File: src/rtl/d_fifo_drain_arbiter_pkg.sv
// Shared definitions for the D0/D1 drain arbiter: default widths, FSM encoding, source tags.
package d_fifo_drain_arbiter_pkg;

  localparam int DATA_WIDTH_DEF = 6;
  localparam int CNT_WIDTH_DEF  = 5;

  typedef enum logic [1:0] {
    ST_IDLE  = 2'd0,
    ST_DRAIN = 2'd1,
    ST_FLUSH = 2'd2
  } drain_state_e;

  localparam logic SRC_D0 = 1'b0;
  localparam logic SRC_D1 = 1'b1;

endpackage

File: src/rtl/d_fifo_drain_arbiter_skid.sv
// Output register plus one skid entry with valid/ready; reports how many words it holds.
module drain_skid_buffer
  import d_fifo_drain_arbiter_pkg::*;
#(
  parameter int DATA_WIDTH = DATA_WIDTH_DEF
) (
  input  logic                  clk,
  input  logic                  reset,
  input  logic                  in_valid,
  input  logic [DATA_WIDTH-1:0] in_data,
  input  logic                  in_src,
  input  logic                  out_ready,
  output logic                  out_valid,
  output logic [DATA_WIDTH-1:0] out_data,
  output logic                  out_src,
  output logic [1:0]            held_cnt
);

  logic                  out_valid_q, out_valid_d;
  logic [DATA_WIDTH-1:0] out_data_q, out_data_d;
  logic                  out_src_q, out_src_d;
  logic                  skid_valid_q, skid_valid_d;
  logic [DATA_WIDTH-1:0] skid_data_q, skid_data_d;
  logic                  skid_src_q, skid_src_d;

  always_comb begin
    out_valid_d  = out_valid_q;
    out_data_d   = out_data_q;
    out_src_d    = out_src_q;
    skid_valid_d = skid_valid_q;
    skid_data_d  = skid_data_q;
    skid_src_d   = skid_src_q;
    if (!out_valid_q || out_ready) begin
      // Output slot frees up: the older skid word always goes first.
      if (skid_valid_q) begin
        out_valid_d  = 1'b1;
        out_data_d   = skid_data_q;
        out_src_d    = skid_src_q;
        skid_valid_d = in_valid;
        if (in_valid) begin
          skid_data_d = in_data;
          skid_src_d  = in_src;
        end
      end else if (in_valid) begin
        out_valid_d = 1'b1;
        out_data_d  = in_data;
        out_src_d   = in_src;
      end else begin
        out_valid_d = 1'b0;
      end
    end else if (in_valid) begin
      skid_valid_d = 1'b1;
      skid_data_d  = in_data;
      skid_src_d   = in_src;
    end
  end

  always_ff @(posedge clk) begin
    if (reset) begin
      out_valid_q  <= 1'b0;
      out_data_q   <= '0;
      out_src_q    <= SRC_D0;
      skid_valid_q <= 1'b0;
      skid_data_q  <= '0;
      skid_src_q   <= SRC_D0;
    end else begin
      out_valid_q  <= out_valid_d;
      out_data_q   <= out_data_d;
      out_src_q    <= out_src_d;
      skid_valid_q <= skid_valid_d;
      skid_data_q  <= skid_data_d;
      skid_src_q   <= skid_src_d;
    end
  end

  assign out_valid = out_valid_q;
  assign out_data  = out_data_q;
  assign out_src   = out_src_q;
  assign held_cnt  = {1'b0, out_valid_q} + {1'b0, skid_valid_q};

endmodule

File: src/rtl/d_fifo_drain_arbiter.sv
// Round-robin drain of the D0/D1 FIFOs into one tagged valid/ready stream.
// Optional per-source delivered-word counters when DRAIN_COUNTERS_EN is defined.
module d_fifo_drain_arbiter
  import d_fifo_drain_arbiter_pkg::*;
#(
  parameter int DATA_WIDTH = DATA_WIDTH_DEF
`ifdef DRAIN_COUNTERS_EN
  , parameter int CNT_WIDTH = CNT_WIDTH_DEF
`endif
) (
  input  logic                  clk,
  input  logic                  reset,
  input  logic                  active_in,
  input  logic                  empty_fifo_D0,
  input  logic                  empty_fifo_D1,
  input  logic [DATA_WIDTH-1:0] data_out_D0,
  input  logic [DATA_WIDTH-1:0] data_out_D1,
  output logic                  D0_pop,
  output logic                  D1_pop,
  output logic [DATA_WIDTH-1:0] data_out,
  output logic                  valid_out,
  input  logic                  out_ready,
  output logic                  src_out
`ifdef DRAIN_COUNTERS_EN
  , output logic [CNT_WIDTH-1:0] cnt_D0
  , output logic [CNT_WIDTH-1:0] cnt_D1
`endif
);

  drain_state_e state_q, state_d;
  logic         last_grant_q, last_grant_d;
  logic         inflight_q, inflight_d;
  logic         inflight_src_q, inflight_src_d;

  logic [1:0]            held_cnt, occ, occ_net;
  logic                  fire, pop_ok, grant_src, pop0, pop1;
  logic [DATA_WIDTH-1:0] arr_data;

  assign fire     = valid_out & out_ready;
  assign occ      = held_cnt + {1'b0, inflight_q};
  assign occ_net  = occ - {1'b0, fire};
  // active_in is also checked directly so no pop slips out in the cycle it falls.
  assign pop_ok   = !reset && active_in && (state_q == ST_DRAIN) && (occ_net < 2'd2);
  assign arr_data = (inflight_src_q == SRC_D1) ? data_out_D1 : data_out_D0;

  always_comb begin
    pop0      = 1'b0;
    pop1      = 1'b0;
    grant_src = last_grant_q;
    if (pop_ok) begin
      if (!empty_fifo_D0 && !empty_fifo_D1) begin
        grant_src = (last_grant_q == SRC_D0) ? SRC_D1 : SRC_D0;
      end else if (!empty_fifo_D0) begin
        grant_src = SRC_D0;
      end else if (!empty_fifo_D1) begin
        grant_src = SRC_D1;
      end
      pop0 = !empty_fifo_D0 && (grant_src == SRC_D0);
      pop1 = !empty_fifo_D1 && (grant_src == SRC_D1);
    end
  end

  always_comb begin
    state_d        = state_q;
    last_grant_d   = (pop0 || pop1) ? grant_src : last_grant_q;
    inflight_d     = pop0 || pop1;
    inflight_src_d = pop1;
    case (state_q)
      ST_IDLE:  if (active_in) state_d = ST_DRAIN;
      ST_DRAIN: if (!active_in) state_d = ST_FLUSH;
      ST_FLUSH: begin
        if (active_in) state_d = ST_DRAIN;
        else if (occ == 2'd0) state_d = ST_IDLE;
      end
      default:  state_d = ST_IDLE;
    endcase
  end

  always_ff @(posedge clk) begin
    if (reset) begin
      state_q        <= ST_IDLE;
      last_grant_q   <= SRC_D1;
      inflight_q     <= 1'b0;
      inflight_src_q <= SRC_D0;
    end else begin
      state_q        <= state_d;
      last_grant_q   <= last_grant_d;
      inflight_q     <= inflight_d;
      inflight_src_q <= inflight_src_d;
    end
  end

  drain_skid_buffer #(.DATA_WIDTH(DATA_WIDTH)) u_skid (
    .clk       (clk),
    .reset     (reset),
    .in_valid  (inflight_q),
    .in_data   (arr_data),
    .in_src    (inflight_src_q),
    .out_ready (out_ready),
    .out_valid (valid_out),
    .out_data  (data_out),
    .out_src   (src_out),
    .held_cnt  (held_cnt)
  );

  assign D0_pop = pop0;
  assign D1_pop = pop1;

`ifdef DRAIN_COUNTERS_EN
  logic [CNT_WIDTH-1:0] cnt_d0_q, cnt_d0_d, cnt_d1_q, cnt_d1_d;

  function automatic logic [CNT_WIDTH-1:0] sat_inc(input logic [CNT_WIDTH-1:0] v);
    return (&v) ? v : v + CNT_WIDTH'(1);
  endfunction

  always_comb begin
    cnt_d0_d = cnt_d0_q;
    cnt_d1_d = cnt_d1_q;
    if (fire && (src_out == SRC_D0)) cnt_d0_d = sat_inc(cnt_d0_q);
    if (fire && (src_out == SRC_D1)) cnt_d1_d = sat_inc(cnt_d1_q);
  end

  always_ff @(posedge clk) begin
    if (reset) begin
      cnt_d0_q <= '0;
      cnt_d1_q <= '0;
    end else begin
      cnt_d0_q <= cnt_d0_d;
      cnt_d1_q <= cnt_d1_d;
    end
  end

  assign cnt_D0 = cnt_d0_q;
  assign cnt_D1 = cnt_d1_q;
`endif

endmodule

File: config.mk
export PLATFORM = sky130hd
export DESIGN_NAME = d_fifo_drain_arbiter
export DESIGN_NICKNAME = d
export VERILOG_FILES = /design/src/rtl/d_fifo_drain_arbiter_pkg.sv /design/src/rtl/d_fifo_drain_arbiter_skid.sv /design/src/rtl/d_fifo_drain_arbiter.sv
export SDC_FILE = /design/constraint.sdc
export NUM_CORES = 1
export LEC_CHECK = 0
export ABC_AREA = 1
export BUFFER_PORTS_ARGS = -buffer_cell sky130_fd_sc_hd__buf_2
export CORE_MARGIN = 10
export CORE_UTILIZATION = 50
export DETAILED_ROUTE_END_ITERATION = 16
export PLACE_DENSITY_LB_ADDON = 0.05
export SLEW_MARGIN = 15
export SYNTH_ARGS = -nofsm -noshare
export SYNTH_HDL_FRONTEND = slang
export SYNTH_HIERARCHICAL = 1
export SYNTH_SLANG_ARGS = --single-unit
export TNS_END_PERCENT = 5
File: constraint.sdc
create_clock -name clk -period 2.25 [get_ports clk]
set_input_delay 0.1125 -clock clk [delete_from_list [all_inputs] [get_ports clk]]
set_output_delay 0.1125 -clock clk [all_outputs]
set_load 0.1 [all_outputs]
==> results of run 1 <==
==> placed cells by master, fill, tap and decap left out <==
cell / instances
nand2_1: 39
nor2_1: 25
buf_2: 25
inv_1: 24
dfxtp_1: 20
a21oi_1: 12
nand3_1: 9
o21ai_0: 7
mux2_2: 6
nand2_2: 6
clkbuf_4: 3
buf_4: 3
nor2_4: 2
ha_1: 2
buf_12: 2
nand4_1: 1
clkinvlp_4: 1
o21ai_2: 1
nand3_4: 1
a21boi_0: 1
nor3_1: 1
clkbuf_1: 1
dlygate4sd3_1: 1
o21ai_4: 1
dfxtp_4: 1
==> kinds of logic (layout without fill, tap and decap cells) <==
logic type,after synthesis,count (layout),share of synthesized area (%)
AOI/OAI and AO/OA,22,22,10.9
adders and majority gates,2,2,2.15
buffers and inverters,33,60,13.0
DFF,21,21,36.1
muxes,6,6,5.79
and+or+nand+nor,84,84,32.1
==> power by group through the flow <==
stage                     Sequential, mW  Combinational (mW)  Clock (mW)
final                              0.381               0.106       0.176
after global placement             0.390               0.102           0
after global routing               0.382               0.116       0.202
after detailed placement           0.391               0.104           0
after floorplan                    0.418              0.0476           0
after CTS                          0.382               0.106       0.185
==> per-stage QoR <==
stage	setup slack [ns]	TNS, ns	hold WS, ns
after floorplan	-0.0750	-0.0750	0.174
after global placement	0.515	0	0.305
after detailed placement	0.474	0	0.316
after CTS	0.123	0	0.00538
after global routing	0.00931	0	0.0187
final	0.173	0	0.0145
==> worst paths after layout <==
| check | from | end | cells past startpoint |
|---|---|---|---|
| worst max register to register | u_skid/out_valid | last_grant_q | 8 |
| worst min-delay path | empty_fifo_D0 | inflight_q | 2 |
| worst max-delay path | u_skid/out_valid | D0_pop | 8 |
| worst min register to register | state_q[1] | state_q[0] | 1 |
==> sequential cells by signal (all words and copies together) (netlist names) <==
register             cells
last_grant_q             1
u_skid/skid_data_q       6
u_skid/skid_valid_q      1
state_q                  2
inflight_q               1
inflight_src_q           1
u_skid/out_data          6
u_skid/skid_src_q        1
u_skid/out_valid         1
u_skid/out_src           1
==> metal layers <==
layer	up-vias	part of all wire (%)	global-route usage, %	wire [um]
met4	0	0.41	2.76	10
met1	448	49	13.8	1190
met2	19	44	16.0	1070
li1	574	-	-	-
met5	-	0	0	0
met3	2	6.5	5.06	158
==> final cells by class <==
cell class	instances	area (um2)	area share, %
Clock buffer	4	26.3	1.91
Sequential cell	21	424	30.8
Tap cell	28	35.0	2.55
Timing Repair Buffer	31	198	14.4
Multi-Input combinational cell	114	594	43.2
Inverter	25	97.6	7.10
==> timing repair <==
| action | 4_1_cts | 5_1_grt |
|---|---|---|
| buffers inserted | 0 | 1 |
| setup endpoints to repair | 0 | 1 |
| hold buffers | 1 | 0 |
| endpoints found under the hold margin | 1 | 0 |
| gates resized for setup | 0 | 1 |
==> results by group, run 1 <==
Timing
  – Final period util: 92.3%
  – Final setup viols: 0
  – Tmin final: 2.08 ns
  – Highest Clock Rate: 0.481 GHz
  – Worst-Margin Slew: 0.495 ns
  – Clk_skew: 0.00147 ns
  – Slew HR: 67.2%
  – Final Hold Fails: 0
  – Slew Limit Fails: 0
  – Unrepaired setup endpoints after global routing: false

Worst setup path
  – Worst path cell trace: ha_1 -> ha_1 -> inv_1 -> nand3_1 -> nand2_2 -> nand4_1 -> clkinvlp_4 -> buf_12
  – Setup crit end kind: output port
  – Crit path required time: 2.14 ns
  – Crit-path most repeated cell: ha_1
  – CP max FO: 4
  – Critical Path AT: 1.96 ns
  – Slowest cell on crit path: dfxtp_4
  – Crit path buf inv count: 3
  – Max stage delay on crit path: 0.37 ns
  – Reg2Reg Setup Slack: 0.65 ns
  – Crit Path Category: reg2out
  – Startpoint Class: flip-flop
  – CP delay by family, top: adder cells

Layout
  – Post-route non-filler standard cell count: 223
  – Util after Layout: 62.2%
  – Ant diodes: 0
  – Layout cell share with drive strength beyond 1: 26.7%
  – Filler instances: 235
  – Syn-to-layout area delta: 17.9%
  – # nets final: 216
  – Finished Cell Area: 1380 um2

Die
  – Num ports: 28
  – Initial Util: 52.7%
  – Die Ht: 68.3 um
  – Core area: 2210 um2
  – FP Rows: 17
  – DIE AREA: 4660 um2
  – Die width: 68.3 um

Synth
  – Cells after synthesis: 168
  – Syn nets: 188
  – Top cells by area, synth: dfxtp_1, nand2_1, inv_1, nor2_1, mux2_2
  – Mapped cell area: 1170 um2
  – Register area share after synthesis: 36.1%
  – Post-synth top area share: 36.1%
  – Count leader, synth: nand2_1
  – Asr flop ratio synth: 0%
  – Flops & latches, synth: 21
  – Main flop type after synthesis: dfxtp_1
  – Synth area leader: dfxtp_1
  – Syn Area/Cell: 6.94 um2
  – Synth warn: 6
  – Cell variety after synth: 20
  – Post-synth EDFFs: 0
  – Synth cell count leaders: nand2_1, inv_1, nor2_1

Power
  – Clock power frac: 26.5%
  – Peak supply drop: 0.000530 V
  – Design Power: 0.662 mW
  – Leak: 0.682 nW
  – Switching Share: 27.3%
  – Pwr dens: 481 nW/um2
  – P_sw: 0.181 mW
  – Logic gate share of total power: 15.9%
  – Sequential share of power: 57.5%
  – Pint: 0.481 mW

Clock network
  – Root buffer selected by CTS: clkbuf_4
  – Clock transition at path regs: 0.11 ns
  – H-tree levels: 1
  – Skew-Pair Late Insertion Delay: 0.30 ns
  – Sink Count: 21
  – CTS tree: done
  – CTS Buffer Depth: 2
  – CTS Buf Count: 3

Global routing
  – Initial antenna violation count: 0
  – Gr ovfl total: 0
  – Vias in the first global route: 914
  – Largest net degree at the start of global routing: 18
  – GRT Total Usage: 10.8%
  – First-pass GRT wire length: 3970 um

Drt
  – DR WL/cell: 10.9 um
  – DRC violations left: 0
  – WL final: 2430 um
  – Avg Vias per Cell: 4.68
  – 1st-iter DRT viols: 40
  – Initial DRT Pass Iterations: 4
  – Antenna-violating nets left: 0
  – Via count: 1043

Placed design
  – Cell area after placement: 1330 um2
  – GP Congestion: 0.800
  – Port bufs: 27
  – Detailed-placement wirelength estimate: 1860 um
  – Dpl cells: 217

Min path
  – Hold Path Class: in2reg

Job
  – Max Cap Violations: 0

Outcome
  – Status: complete, no violations
Power figures use the tool's default switching activity.
==> run 2: changes to the inputs <==
--- a/config.mk
+++ b/config.mk
@@ -8,7 +8,7 @@
 export ABC_AREA = 1
 export BUFFER_PORTS_ARGS = -buffer_cell sky130_fd_sc_hd__buf_2
 export CORE_MARGIN = 10
-export CORE_UTILIZATION = 50
+export CORE_UTILIZATION = 45
 export DETAILED_ROUTE_END_ITERATION = 16
 export PLACE_DENSITY_LB_ADDON = 0.05
 export SLEW_MARGIN = 15
==> results by group, run 2 (synthesis results as in run 1) <==
Worst setup path
  – Startpoint Class: flip-flop
  – Critical Path AT: 1.98 ns
  – Worst path cell trace: ha_1 -> ha_1 -> inv_1 -> nand3_1 -> nand2_2 -> nand4_1 -> clkinvlp_4 -> buf_12
  – Worst r2r src: u_skid/out_valid
  – Crit-path most repeated cell: ha_1
  – CP max FO: 6
  – Worst Setup SP: u_skid/out_valid
  – CP delay by family, top: adder cells
  – Crit Path Category: reg2out
  – Setup crit end kind: output port
  – Crit path buf inv count: 3
  – Max stage delay on crit path: 0.37 ns
  – Crit path required time: 2.14 ns
  – Slowest cell on crit path: dfxtp_2

Global routing
  – M2 GR Usage: 15.3%
  – GR Util met3: 4.04%
  – Gr ovfl total: 0
  – First-pass GRT wire length: 4280 um
  – Largest net degree at the start of global routing: 18
  – Met1 Resource Use GR: 12.5%
  – GRT Total Usage: 9.97%
  – Vias in the first global route: 959
  – Gr busiest metal: met2
  – Initial antenna violation count: 0

Layout
  – Ant diodes: 0
  – Filler instances: 261
  – Layout cell share with drive strength beyond 1: 27.0%
  – Syn-to-layout area delta: 18.9%
  – Area of the multi-input gates: 594 um2
  – Commonest non-fill, non-tap cell in the layout: nand2_1
  – FF/Latch Area: 422 um2
  – # nets final: 217
  – Commonest cells after routing, fill and taps aside: nand2_1, nor2_1, buf_2

Clock network
  – H-tree levels: 1
  – Clock transition at path regs: 0.13 ns
  – Root buffer selected by CTS: clkbuf_4
  – CTS tree: done
  – CTS Buffer Depth: 2
  – Skew-Pair Late Insertion Delay: 0.31 ns
  – Sink Count: 21
  – CTS Buf Count: 3

Power
  – Peak supply drop: 0.000388 V
  – Design Power: 0.673 mW
  – Leak: 0.688 nW
  – Logic gate share of total power: 15.9%
  – Pwr dens: 486 nW/um2
  – P_sw: 0.193 mW
  – Clock power frac: 27.4%
  – Switching Share: 28.7%
  – Sequential share of power: 56.7%
  – Pint: 0.480 mW

Placed design
  – GP Congestion: 0.752
  – Detailed-placement wirelength estimate: 1850 um
  – Port bufs: 27
  – Pre-CTS setup slack: 0.478 ns

Timing
  – Unrepaired setup endpoints after global routing: false
  – Final setup viols: 0
  – Setup total negative slack: 0 ns
  – Hold slack: 0.0496 ns
  – Worst-Margin Slew: 0.491 ns
  – Setup WS post-layout: 0.159 ns
  – Slew Limit Fails: 0
  – Tmin final: 2.09 ns
  – Final Hold Fails: 0
  – Clk_skew: 0.0133 ns
  – Final period util: 92.9%
  – Slew HR: 67.5%
  – Highest Clock Rate: 0.478 GHz

Die
  – Initial Util: 47.1%
  – Die width: 70.9 um
  – Die Ht: 70.9 um
  – DIE AREA: 5030 um2
  – Core area: 2480 um2
  – Num ports: 28
  – FP Rows: 18

Drt
  – Initial DRT Pass Iterations: 4
  – Avg Vias per Cell: 4.67
  – Via count: 1056
  – 1st-iter DRT viols: 55
  – WL final: 2460 um
  – DR WL/cell: 10.9 um
  – Antenna-violating nets left: 0
  – DRC violations left: 0

Min path
  – Hold path start: reset
  – Hold Path Class: in2reg

Job
  – Max Cap Violations: 0

Outcome
  – Status: complete, no violations
-- run 2: changes by cell type in the layout (fill, tap and decap cells not counted) --
cell | before | now
dfxtp_4 | 1 | 0
clkinv_2 | 0 | 1
dfxtp_2 | 0 | 1
dlygate4sd3_1 | 1 | 2
clkbuf_1 | 1 | 0
-- run 2: final cells by class --
| cell class | instances | share of cell area (%) |
|---|---|---|
| multi-input cells | 114 | 42.9 |
| flip-flops and latches | 21 | 30.4 |
| repair buffers | 32 | 15.0 |
| inverters | 25 | 7.04 |
| well taps | 30 | 2.71 |
| clock buffers | 3 | 1.62 |
| clock inverters | 1 | 0.361 |
-- run 2: power by group through the flow --
stage / Combinational, mW / Sequential, mW / Clock [mW]
finish: 0.107 / 0.382 / 0.184
detailed placement: 0.104 / 0.391 / 0
CTS: 0.108 / 0.382 / 0.196
floorplan: 0.0476 / 0.418 / 0
global placement: 0.103 / 0.390 / 0
global route: 0.118 / 0.383 / 0.215
-- run 2: worst paths after layout --
| path | slack, ns | end | cells past startpoint |
|---|---|---|---|
| setup / recovery | 0.16 | D0_pop | 8 |
| hold / removal | 0.05 | u_skid/out_valid | 2 |
| setup reg to reg | 0.51 | last_grant_q | 9 |
| hold reg to reg | 0.44 | state_q[0] | 1 |
-- run 2: per-stage QoR --
| step | area (um2) | std cells | util [%] |
|---|---|---|---|
| after floorplan | 1170 | 168 | - |
| after global placement | 1330 | 219 | 53.7 |
| after detailed placement | 1330 | 219 | 53.7 |
| after CTS | 1380 | 225 | 55.7 |
| after global routing | 1390 | 226 | 56.0 |
| final | 1390 | 226 | 56.0 |
-- run 2: metal layers --
layer | wire, um | share of wire [%]
met1 | 1220 | 50
met2 | 1090 | 44
met3 | 129 | 5.2
met4 | 19 | 0.77
met5 | 0 | 0
-- run 2: what timing repair did --
item | in CTS | in global routing
gates resized for setup | 0 | 0
hold buffers | 2 | 0
setup endpoints to repair | 0 | 1
endpoints found under the hold margin | 2 | 0
buffers inserted | 0 | 1
==> run 3: changes to the inputs <==
==> constraint.sdc (replaced) <==
create_clock -name clk -period 2.25 [get_ports clk]
set_input_delay 0 -clock clk [delete_from_list [all_inputs] [get_ports clk]]
set_output_delay 0 -clock clk [all_outputs]
set_load 0.1 [all_outputs]
==> results by group, run 3 (synthesis results as in run 1) <==
Die
  – Die Ht: 70.9 um
  – Num ports: 28
  – FP Rows: 18
  – Die width: 70.9 um
  – Initial Util: 47.1%
  – DIE AREA: 5030 um2
  – Core area: 2480 um2

Min path
  – Hold Path Stages: 4
  – Hold Path Class: in2reg
  – Hold EP: inflight_src_q
  – Hold path start: empty_fifo_D1

Drt
  – Initial DRT Pass Iterations: 4
  – DRC violations left: 0
  – Via count: 1084
  – 1st-iter DRT viols: 43
  – Avg Vias per Cell: 4.80
  – WL final: 2560 um
  – Antenna-violating nets left: 0
  – DR WL/cell: 11.3 um

Worst setup path
  – Reg2Reg Setup Slack: 0.22 ns
  – Crit Path Category: reg2reg
  – CP max FO: 6
  – Reg2reg end: state_q[1]
  – Worst reg-to-reg path cell count: 9
  – Setup crit end kind: flip-flop
  – Worst r2r src: u_skid/out_valid
  – Crit path required time: 2.45 ns
  – Critical Path AT: 2.24 ns
  – Startpoint Class: flip-flop

Global routing
  – First-pass GRT wire length: 4310 um
  – Gr ovfl total: 0
  – GRT Total Usage: 10.0%
  – Largest net degree at the start of global routing: 18
  – Vias in the first global route: 1012
  – Initial antenna violation count: 0

Timing
  – Final Hold Fails: 0
  – Setup total negative slack: 0 ns
  – Slew Limit Fails: 0
  – Tmin final: 2.03 ns
  – Slew HR: 67.6%
  – Final setup viols: 0
  – Final period util: 90.4%
  – Unrepaired setup endpoints after global routing: false
  – Highest Clock Rate: 0.492 GHz
  – Clk_skew: 0.00821 ns
  – Worst-Margin Slew: 0.489 ns

Clock network
  – Root buffer selected by CTS: clkbuf_4
  – Clock transition at path regs: 0.12 ns
  – CTS Buf Count: 3
  – H-tree levels: 1
  – Skew-Pair Late Insertion Delay: 0.31 ns
  – CTS tree: done
  – CTS Buffer Depth: 2
  – Post-CTS Setup Repair Bufs: 0
  – Sink Count: 21

Power
  – Pwr dens: 487 nW/um2
  – Leak: 0.700 nW
  – Peak supply drop: 0.000290 V

Layout
  – Layout cell share with drive strength beyond 1: 26.0%
  – Ant diodes: 0
  – Syn-to-layout area delta: 19.3%
  – # nets final: 217
  – Util after Layout: 56.2%
  – Commonest non-fill, non-tap cell in the layout: nand2_1
  – Commonest cells after routing, fill and taps aside: nand2_1, inv_1, nor2_1, buf_2, dfxtp_1

Placed design
  – Detailed-placement wirelength estimate: 1900 um
  – Port bufs: 27
  – GP Congestion: 0.814

Job
  – Max Cap Violations: 0

Outcome
  – Status: complete, no violations
## run 3: changes by cell type in the layout (fill, tap and decap cells not counted), sizes merged
cell and change:
buf -2, dlygate4sd3 +2, clkinvlp -1, inv +1
## run 3: stage by stage
stage	hold WS [ns]	instance area, um2	setup slack [ns]	total power, mW	instances
finish	0.0299	1390	0.216	0.677	226
floorplan	0.0594	1170	0.0988	0.464	168
global placement	0.192	1320	0.578	0.491	218
detailed placement	0.204	1320	0.535	0.494	218
global route	0.0236	1390	0.0667	0.716	226
CTS	0.0191	1390	0.136	0.688	226
## run 3: worst max-delay path by stage
stage	start	slack (ns)	depth (start not counted)	to
after floorplan	u_skid/out_valid	0.1	9	last_grant_q
after global placement	inflight_q	0.58	7	D1_pop
after detailed placement	inflight_q	0.54	7	D1_pop
after CTS	inflight_q	0.14	7	state_q[1]
after global routing	u_skid/out_valid	0.07	9	state_q[1]
final	u_skid/out_valid	0.22	9	state_q[1]
## run 3: where the power goes
| group | leakage (nW) | switching [mW] | internal [mW] |
|---|---|---|---|
| Sequential | 0.171 | 0.00547 | 0.377 |
| Combinational | 0.511 | 0.0698 | 0.0367 |
| Clock | 0.0177 | 0.122 | 0.0662 |
## run 3: metal layers
| layer | part of all wire (%) | global-route usage, % | up-vias |
|---|---|---|---|
| met5 | 0 | 0 | - |
| met4 | 1.8 | 4.09 | 0 |
| met3 | 5.4 | 3.63 | 4 |
| met2 | 45 | 15.2 | 17 |
| met1 | 48 | 12.5 | 484 |
| li1 | - | - | 579 |
## run 3: repair_timing
| item | 4_1_cts | 5_1_grt |
|---|---|---|
| gates resized for setup | 0 | 1 |
| setup endpoints to repair | 0 | 1 |
| endpoints found under the hold margin | 6 | 0 |
| hold buffers | 4 | 0 |
## run 3: cell type report
class / count / area, um2
timing repair buffer: 32 / 213
inverter: 25 / 93.8
multi-input combinational: 114 / 594
clock inverter: 1 / 5.00
fill: 264 / 1090
sequential: 21 / 425
tap: 30 / 37.5
clock buffer: 3 / 22.5
## run 3: worst max-delay path, cell delays in order, from the launching register on
cell,delay (ns)
dfxtp_4,0.39
ha_1,0.30
ha_1,0.22
inv_1,0.08
nand2_1,0.06
nand2_2,0.07
nand2_1,0.06
a21boi_0,0.15
nor3_1,0.06
dlygate4sd3_1,0.55
